`config.mk`:
```
export PLATFORM = sky130hd
export DESIGN_NAME = shift_seq
export DESIGN_NICKNAME = d
export VERILOG_FILES = /design/src/rtl/shift_seq_pkg.sv /design/src/rtl/shifter.sv /design/src/rtl/shift_seq.sv
export SDC_FILE = /design/constraint.sdc
export NUM_CORES = 1
export LEC_CHECK = 0
export ABC_AREA = 1
export CORE_ASPECT_RATIO = 1.75
export CORE_MARGIN = 4
export CORE_UTILIZATION = 45
export CTS_BUF_LIST = sky130_fd_sc_hd__clkbuf_4 sky130_fd_sc_hd__clkbuf_8 sky130_fd_sc_hd__clkbuf_16
export DETAILED_ROUTE_END_ITERATION = 8
export GPL_ROUTABILITY_DRIVEN = 0
export PLACE_DENSITY = 0.75
export SLEW_MARGIN = 20
export SYNTH_ARGS = -nofsm -noshare
export SYNTH_HDL_FRONTEND = slang
export SYNTH_SLANG_ARGS = --single-unit
```
`constraint.sdc`:
```
create_clock -name clk -period 3.2 [get_ports clk]
set_input_delay 0.64 -clock clk [delete_from_list [all_inputs] [get_ports clk]]
set_output_delay 0.64 -clock clk [all_outputs]
set_load 0.02 [all_outputs]
```
`src/rtl/shift_seq_pkg.sv`:
```
// rtl/shift_seq_pkg.sv - shared state encoding and pass limit for the multi-pass shift sequencer
package shift_seq_pkg;

    localparam int DATA_W_DEF = 32;
    localparam int AMT_W_DEF  = 8;

    localparam logic [4:0] MAX_STEP = 5'd31;

    typedef enum logic [1:0] {
        ST_IDLE  = 2'd0,
        ST_SHIFT = 2'd1,
        ST_DONE  = 2'd2
    } state_t;

endpackage

```
`src/rtl/shifter.sv`:
```
// rtl/shifter.sv - single-pass barrel shifter, 0..31 positions, left / logical right / arithmetic right
module shifter #(
    parameter int DATA_W = 32
) (
    input  logic [DATA_W-1:0] in,
    input  logic [4:0]        shamt,
    input  logic              left,
    input  logic              logical,
    output logic [DATA_W-1:0] out
);

    always_comb begin
        out = in;
        if (left) begin
            out = in << shamt;
        end else if (logical) begin
            out = in >> shamt;
        end else begin
            out = DATA_W'($signed(in) >>> shamt);
        end
    end

endmodule

```
`src/rtl/shift_seq.sv`:
```
// rtl/shift_seq.sv - multi-pass shift sequencer; optional SHIFT_SEQ_EARLY_EXIT_EN stops at a fixed-point result
module shift_seq
    import shift_seq_pkg::*;
#(
    parameter int DATA_W = DATA_W_DEF,
    parameter int AMT_W  = AMT_W_DEF
) (
    input  logic              clk,
    input  logic              rst,
    input  logic              start_valid,
    output logic              start_ready,
    input  logic [DATA_W-1:0] data_in,
    input  logic [AMT_W-1:0]  amt,
    input  logic              left,
    input  logic              logical,
    output logic              res_valid,
    input  logic              res_ready,
    output logic [DATA_W-1:0] res_data,
    output logic              busy
);

    state_t             state;
    state_t             next_state;
    logic [DATA_W-1:0]  acc;
    logic [AMT_W-1:0]   rem;
    logic               left_q;
    logic               logical_q;
    logic [4:0]         step;
    logic [AMT_W-1:0]   rem_next;
    logic [DATA_W-1:0]  sh_out;
    logic               fixed_pt;

    always_comb begin
        step     = (rem > AMT_W'(MAX_STEP)) ? MAX_STEP : rem[4:0];
        rem_next = rem - AMT_W'(step);
    end

    shifter #(.DATA_W(DATA_W)) u_shifter (
        .in      (acc),
        .shamt   (step),
        .left    (left_q),
        .logical (logical_q),
        .out     (sh_out)
    );

`ifdef SHIFT_SEQ_EARLY_EXIT_EN
    // Further passes cannot change a result of all zeros, or all sign bits on an arithmetic right shift.
    always_comb begin
        fixed_pt = (sh_out == '0) || (!left_q && !logical_q && (sh_out == '1));
    end
`else
    always_comb begin
        fixed_pt = 1'b0;
    end
`endif

    always_comb begin
        next_state  = state;
        start_ready = 1'b0;
        case (state)
            ST_IDLE: begin
                start_ready = 1'b1;
                // A zero amount still spends one zero-step pass so every request costs at least one cycle.
                if (start_valid) next_state = ST_SHIFT;
            end
            ST_SHIFT: begin
                if (rem_next == '0 || fixed_pt) next_state = ST_DONE;
            end
            ST_DONE: begin
                if (res_ready) next_state = ST_IDLE;
            end
            default: next_state = ST_IDLE;
        endcase
    end

    always_ff @(posedge clk) begin
        if (rst) begin
            state     <= ST_IDLE;
            acc       <= '0;
            rem       <= '0;
            left_q    <= 1'b0;
            logical_q <= 1'b0;
            res_valid <= 1'b0;
            res_data  <= '0;
            busy      <= 1'b0;
        end else begin
            state     <= next_state;
            res_valid <= (next_state == ST_DONE);
            busy      <= (next_state != ST_IDLE);
            case (state)
                ST_IDLE: begin
                    if (start_valid) begin
                        acc       <= data_in;
                        rem       <= amt;
                        left_q    <= left;
                        logical_q <= logical;
                    end
                end
                ST_SHIFT: begin
                    acc <= sh_out;
                    rem <= rem_next;
                    if (next_state == ST_DONE) res_data <= sh_out;
                end
                default: begin
                end
            endcase
        end
    end

endmodule

```
==> flow_summary_export.csv, run 1 <==
group,metric,value,unit
pwr,p_int,2.69,mW
synth,yosysSeqAreaShare,0.210,
critical_path,arrival_time_at_the_worst_endpoint,3.03,ns
detailed_routing,routedWlPerCell,21.5,um
synth,synth.net_count,1427,
timing,setup_viol_count_final,0,
critical_path,timing.critical_path.required,3.42,ns
floorplan,top_level_ports,81,
grt,globalRoute.busiestLayer,"met2",
final_layout,layout.nets,1453,
detailed_routing,vias_per_cell,6.45,
detailed_routing,drt_antenna_net_count,0,
critical_path,worst-setup-path-type,"reg2reg",
timing,rsz0062_at_grt,"false",
clock_tree,clock_latency,0.35,ns
pwr,sequential_share_of_power,0.204,
worst_hold_path,timing.hold.worst.class,"reg2reg",
pwr,combinationalPowerShare,0.585,
floorplan,die_w,105,um
final_layout,n_fill_cell,1708,
floorplan,core_area,0.0163,mm2
final_layout,antenna_cells,0,
clock_tree,cts.reportedPaths.clkPinSlew,0.08,ns
synth,synth_xor_area_frac,0.00471,
critical_path,worstPathMaxFanout,47,
placement,placed_wire_length_estimate_after_detailed_placement,25.1,mm
outcome,failed_checks,"design-rule violations",
timing,final-max-slew-violation-count,0,
grt,global_route.overflow_total,0,
final_layout,area_growth,17.2,%
final_layout,layout.cells.most_common,"sky130_fd_sc_hd__nand2_1",
synth,post_synth_inst_count,1380,
floorplan,dieArea,0.0187,mm2
floorplan,core.rowCount,62,
synth,synth_compound_area_frac,0.115,
critical_path,crit_start,"rem[5]",
critical_path,regToRegStartpoint,"rem[5]",
clock_tree,numClockSinks,78,
placement,placed_cells_incl_taps,1587,
critical_path,setup.worst_path.start_class,"register",
detailed_routing,drc,1,
synth,synth_simple_gate_area_share,0.565,
critical_path,critPathCaptureType,"register",
clock_tree,cts_buffer_count,9,
grt,via_count_of_the_first_global_routing_pass,9369,
final_layout,layout.area.seq,0.00156,mm2
timing,holdWs,0.485,ns
clock_tree,holdBufCountCts,0,
pwr,power.clock.fraction,0.211,
synth,muxShareOfSynthArea,0,
final_layout,mostFrequentLayoutCells,"sky130_fd_sc_hd__nand2_1, sky130_fd_sc_hd__nand3_1, sky130_fd_sc_hd__inv_1",
grt,grt_start_max_net_pins,66,
synth,synthesis.yosys.warnings,0,
final_layout,multi_input_comb_area,0.00513,mm2
synth,synth_fa_ha_area_frac,0.00168,
final_layout,drive_above_1_share,0.0524,
synth,synth_area,0.00744,mm2
floorplan,floorplan.initialDensity,0.457,
pwr,cellLeakagePower,4.18,nW
clock_tree,tritoncts,"built",
floorplan,die_h,178,um
clock_tree,cts_setup_buffers,0,
clock_tree,cts_max_level,3,
clock_tree,post_cts_resize_count,0,
pwr,power_switching,2.92,mW
synth,synth_top_family_by_area,"simple AND/OR/NAND/NOR gates",
clock_tree,cts.root.buffer_cell,"sky130_fd_sc_hd__clkbuf_16",
synth,synthDistinctLibCells,36,
grt,grt_util_met1,0.405,
grt,grt_first_pass_wirelength,52.6,mm
timing,timing.clock.skew,0.0141,ns
final_layout,instances_no_fill,1603,
timing,remaining_max_slew_budget_at_the_tightest_pin,0.465,
grt,antenna_found_initial,0,
timing,final-hold-violation-count,0,
grt,gr-usage-met3,0.0746,
timing,timing.setup.tns,0,ns
timing,fmaxAchievable,0.356,GHz
grt,use_met2,0.601,
pwr,power.switching_fraction,0.521,
placement,port-buffer-count,80,
timing,post-route-period-util,0.879,
clock_tree,clockBufferDepth,2,
worst_hold_path,holdCritStartpoint,"acc[8]",
pwr,power_per_cell_area,644,mW/mm2
detailed_routing,route.final.wire_length,34.4,mm
run,drv.max_cap_violation_count,0,
detailed_routing,detail_route.iter0.violations,1712,
detailed_routing,routed-via-count,10300,
outcome,run_status,"complete, but fails checks",
detailed_routing,drt-pass1-iter-count,9,
grt,gr-usage-all-layers,0.364,
timing,timing_worst_slew_pin_value,0.794,ns
pwr,vdd.ir_drop.worst,352,uV
synth,ys_ff_latch,78,
synth,mean_area_per_synthesized_cell,5.39,um2
timing,final.min_clock_period,2.81,ns
stage by stage:
stage          area, um2  power (mW)  utilization  worst slack [ns]
3_5_place_dp        8390        4.25        0.515             0.485
5_1_grt             8720        5.90        0.535             0.234
2_1_floorplan       7440        3.27            -              1.05
3_3_place_gp        8390        4.24        0.515             0.496
6_report            8720        5.61        0.535             0.389
4_1_cts             8720        5.42        0.535             0.573
layout make-up:
type	instances	share of cell area
Sequential cell	78	0.179
Timing Repair Buffer	111	0.127
Clock inverter	7	0.0119
Inverter	95	0.0409
Multi-Input combinational cell	1111	0.588
Clock buffer	9	0.0258
Tap cell	192	0.0275
logic make-up (layout without fill, tap and decap cells):
| kind of cell | count (synthesis) | in the layout |
|---|---|---|
| flops | 78 | 78 |
| xor+xnor | 4 | 4 |
| fa+ha+maj | 1 | 1 |
| simple gates | 951 | 951 |
| compound gates | 155 | 155 |
| buf+inv | 191 | 222 |
worst max-delay path, cell delays in order (launching register included):
cell and delay, ns:
sky130_fd_sc_hd__dfxtp_1 0.40, sky130_fd_sc_hd__inv_2 0.10, sky130_fd_sc_hd__nand2_4 0.17, sky130_fd_sc_hd__nor2_4 0.10
sky130_fd_sc_hd__inv_2 0.26, sky130_fd_sc_hd__buf_12 0.27, sky130_fd_sc_hd__o21ai_0 0.20, sky130_fd_sc_hd__nand2_1 0.11
sky130_fd_sc_hd__nand2_1 0.07, sky130_fd_sc_hd__nand3_1 0.08, sky130_fd_sc_hd__nand2_1 0.06, sky130_fd_sc_hd__nor2_1 0.34
sky130_fd_sc_hd__nand2_1 0.31, sky130_fd_sc_hd__nand2_1 0.12, sky130_fd_sc_hd__a21oi_1 0.06
cell usage after synthesis:
cell type                  number  share of area
sky130_fd_sc_hd__a21oi_1       68          0.046
sky130_fd_sc_hd__a221oi_1       1         0.0012
sky130_fd_sc_hd__a31oi_1        7         0.0059
sky130_fd_sc_hd__a32o_1         1         0.0013
sky130_fd_sc_hd__buf_1         12         0.0061
sky130_fd_sc_hd__buf_2         27          0.018
sky130_fd_sc_hd__buf_4          5         0.0050
sky130_fd_sc_hd__clkbuf_1      52          0.026
sky130_fd_sc_hd__clkinv_1       4         0.0020
sky130_fd_sc_hd__dfxtp_1       78           0.21
sky130_fd_sc_hd__ha_1           1         0.0017
sky130_fd_sc_hd__inv_1         85          0.043
sky130_fd_sc_hd__inv_2          6         0.0030
sky130_fd_sc_hd__nand2_1      457           0.23
sky130_fd_sc_hd__nand2_2        2         0.0017
sky130_fd_sc_hd__nand2_4        1         0.0015
sky130_fd_sc_hd__nand3_1      350           0.24
sky130_fd_sc_hd__nand3b_1       2         0.0020
sky130_fd_sc_hd__nand4_1       43          0.036
sky130_fd_sc_hd__nor2_1        77          0.039
sky130_fd_sc_hd__nor2_2         2         0.0017
sky130_fd_sc_hd__nor2_4         2         0.0030
sky130_fd_sc_hd__nor3_1         2         0.0013
sky130_fd_sc_hd__nor3_2         1         0.0013
sky130_fd_sc_hd__nor3_4         1         0.0022
sky130_fd_sc_hd__o211ai_1      17          0.017
sky130_fd_sc_hd__o21a_1         7         0.0071
sky130_fd_sc_hd__o21ai_0       40          0.027
sky130_fd_sc_hd__o21ai_1       12         0.0081
sky130_fd_sc_hd__o21bai_1       1         0.0010
sky130_fd_sc_hd__o22ai_1        1        0.00084
sky130_fd_sc_hd__or2_0          1        0.00084
sky130_fd_sc_hd__or2_1          1        0.00084
sky130_fd_sc_hd__or2_2          9         0.0076
sky130_fd_sc_hd__xnor2_1        2         0.0024
sky130_fd_sc_hd__xor2_1         2         0.0024
path summary, 6_finish.rpt:
path	cells after the start	slack [ns]	end
max	14	0.39	acc[28]
min	2	0.49	acc[8]
max reg2reg	14	0.39	acc[28]
min reg2reg	2	0.49	acc[8]
sequential cells by signal, indices dropped and copies added (netlist names):
signal,cells
busy,1
state,2
rem,8
res_data,32
left_q,1
logical_q,1
res_valid,1
acc,32
power groups by stage:
| stage | logic (mW) | registers (mW) | clock network [mW] |
|---|---|---|---|
| after floorplan | 2.16 | 1.11 | 0 |
| after global placement | 3.08 | 1.16 | 0 |
| after detailed placement | 3.09 | 1.16 | 0 |
| after CTS | 3.10 | 1.14 | 1.18 |
| after global routing | 3.54 | 1.15 | 1.22 |
| final | 3.28 | 1.15 | 1.19 |
layer usage:
layer  wire, um  part of all wire  vias to the layer above
li1           -                 -                     4675
met1      11300              0.33                     4577
met2      15700              0.46                      832
met3       3780              0.11                      252
met4       3670              0.11                        0
met5          0                 0                        -
(Power assumes the default switching activity.)
==> run 2: changes to the inputs <==
CAP_MARGIN = 20   (was not set)
CORE_UTILIZATION = 40   (was 45)
PLACE_DENSITY = 0.69   (was 0.75)
==> flow_summary_export.csv, run 2 (synthesis results as in run 1) <==
group,metric,value,unit
clock_tree,holdBufCountCts,0,
floorplan,floorplan.initialDensity,0.410,
detailed_routing,drc,0,
grt,grt_start_max_net_pins,66,
critical_path,critPathCaptureType,"register",
grt,gr-usage-all-layers,0.328,
critical_path,timing.critical_path.required,3.42,ns
clock_tree,clockBufferDepth,2,
run,drv.max_cap_violation_count,0,
final_layout,n_fill_cell,1925,
timing,post-route-period-util,0.920,
timing,setup_viol_count_final,0,
floorplan,dieArea,0.0209,mm2
clock_tree,cts_setup_buffers,0,
critical_path,regToRegStartpoint,"rem[1]",
clock_tree,cts.root.buffer_cell,"sky130_fd_sc_hd__clkbuf_16",
floorplan,die_h,188,um
detailed_routing,drt-pass1-iter-count,6,
placement,port-buffer-count,80,
timing,rsz0062_at_grt,"false",
timing,timing.clock.skew,0.00900,ns
clock_tree,cts_max_level,3,
placement,place_worst_setup_slack,0.469,ns
final_layout,layout.area.seq,0.00156,mm2
grt,global_route.overflow_total,0,
final_layout,area_growth,17.7,%
pwr,power_per_cell_area,630,mW/mm2
clock_tree,post_cts_resize_count,0,
detailed_routing,routed-via-count,10200,
timing,timing.setup.tns,0,ns
final_layout,multi_input_comb_area,0.00513,mm2
timing,setup_ws,0.256,ns
pwr,fin_total_pwr,5.51,mW
detailed_routing,detail_route.iter0.violations,1641,
timing,fmaxAchievable,0.340,GHz
timing,holdWs,0.468,ns
critical_path,worstPathMaxFanout,32,
timing,remaining_max_slew_budget_at_the_tightest_pin,0.460,
outcome,run_status,"finished clean",
timing,final-hold-violation-count,0,
final_layout,largestRegisters,"acc x32, res_data x32, rem x8",
critical_path,setup.worst_path.start_class,"register",
worst_hold_path,timing.hold.worst.class,"reg2reg",
grt,grt_first_pass_wirelength,53.6,mm
floorplan,core_area,0.0181,mm2
placement,placed_cells_incl_taps,1634,
timing,final-max-slew-violation-count,0,
placement,placed_wire_length_estimate_after_detailed_placement,26.0,mm
final_layout,layout.nets,1458,
critical_path,crit_start,"rem[1]",
clock_tree,cts.reportedPaths.clkPinSlew,0.07,ns
final_layout,finish.instance_area,0.00875,mm2
critical_path,worst-setup-path-type,"reg2reg",
detailed_routing,route.final.wire_length,34.9,mm
detailed_routing,routedWlPerCell,21.1,um
final_layout,mostFrequentLayoutCells,"sky130_fd_sc_hd__nand2_1, sky130_fd_sc_hd__nand3_1, sky130_fd_sc_hd__inv_1",
grt,antenna_found_initial,0,
clock_tree,tritoncts,"built",
clock_tree,numClockSinks,78,
detailed_routing,vias_per_cell,6.16,
placement,placed_standard_cell_area,0.00845,mm2
floorplan,die_w,111,um
final_layout,instances_no_fill,1650,
clock_tree,clock_latency,0.36,ns
floorplan,top_level_ports,81,
pwr,cellLeakagePower,4.18,nW
timing,final.min_clock_period,2.94,ns
critical_path,arrival_time_at_the_worst_endpoint,3.17,ns
final_layout,layout.cells.most_common,"sky130_fd_sc_hd__nand2_1",
final_layout,drive_above_1_share,0.0565,
floorplan,core.rowCount,65,
grt,via_count_of_the_first_global_routing_pass,9530,
detailed_routing,drt_antenna_net_count,0,
final_layout,antenna_cells,0,
final_layout,final_core_util,0.483,
worst_hold_path,holdCritStartpoint,"res_data[22]",
timing,timing_worst_slew_pin_value,0.809,ns
pwr,vdd.ir_drop.worst,431,uV
clock_tree,cts_buffer_count,9,
[run 2: cell count changes in the layout (fill, tap and decap cells not counted)]
cell | before | now
sky130_fd_sc_hd__nor2_2 | 2 | 3
sky130_fd_sc_hd__inv_6 | 2 | 3
sky130_fd_sc_hd__buf_4 | 25 | 33
sky130_fd_sc_hd__buf_12 | 6 | 3
sky130_fd_sc_hd__bufinv_16 | 2 | 1
sky130_fd_sc_hd__clkinvlp_4 | 2 | 1
sky130_fd_sc_hd__nor2_1 | 75 | 74
sky130_fd_sc_hd__clkinv_2 | 0 | 1
[run 2: final cells by class]
cell class                 count  share of cell area
clock buffer                   9              0.0257
multi-input combinational   1111               0.586
tap                          234              0.0334
sequential                    78               0.178
inverter                      95              0.0407
clock inverter                 7             0.00915
timing repair buffer         116               0.127
[run 2: final timing paths]
path	slack, ns	cells past startpoint	endpoint
min reg2reg	0.47	2	res_data[22]
min	0.47	2	res_data[22]
max reg2reg	0.26	12	acc[23]
max	0.26	12	acc[23]
[run 2: worst max-delay path, cell delays in order, from the launching register on]
cell                      delay, ns
sky130_fd_sc_hd__dfxtp_1       0.56
sky130_fd_sc_hd__inv_1         0.16
sky130_fd_sc_hd__nand2_2       0.54
sky130_fd_sc_hd__buf_4         0.26
sky130_fd_sc_hd__nand3_1       0.10
sky130_fd_sc_hd__nand3_1       0.14
sky130_fd_sc_hd__nand3_1       0.14
sky130_fd_sc_hd__nand3_1       0.13
sky130_fd_sc_hd__nand3_1       0.11
sky130_fd_sc_hd__nand2_1       0.21
sky130_fd_sc_hd__nand2_1       0.23
sky130_fd_sc_hd__nand2_1       0.14
sky130_fd_sc_hd__a21oi_1       0.07
[run 2: layer usage]
metal  vias to the layer above  global-route usage  part of all wire
met1                      4564               0.354              0.33
met5                         -                   0                 0
met3                       213              0.0765              0.10
met2                       718               0.533              0.46
met4                         0               0.287              0.11
li1                       4675                   -                 -
[run 2: report_power, final]
part | total, mW | switching (mW) | internal [mW] | leakage, nW
Combinational | 3.27 | 2.32 | 0.957 | 3.40
Clock | 1.09 | 0.471 | 0.617 | 0.149
Sequential | 1.15 | 0.109 | 1.04 | 0.638
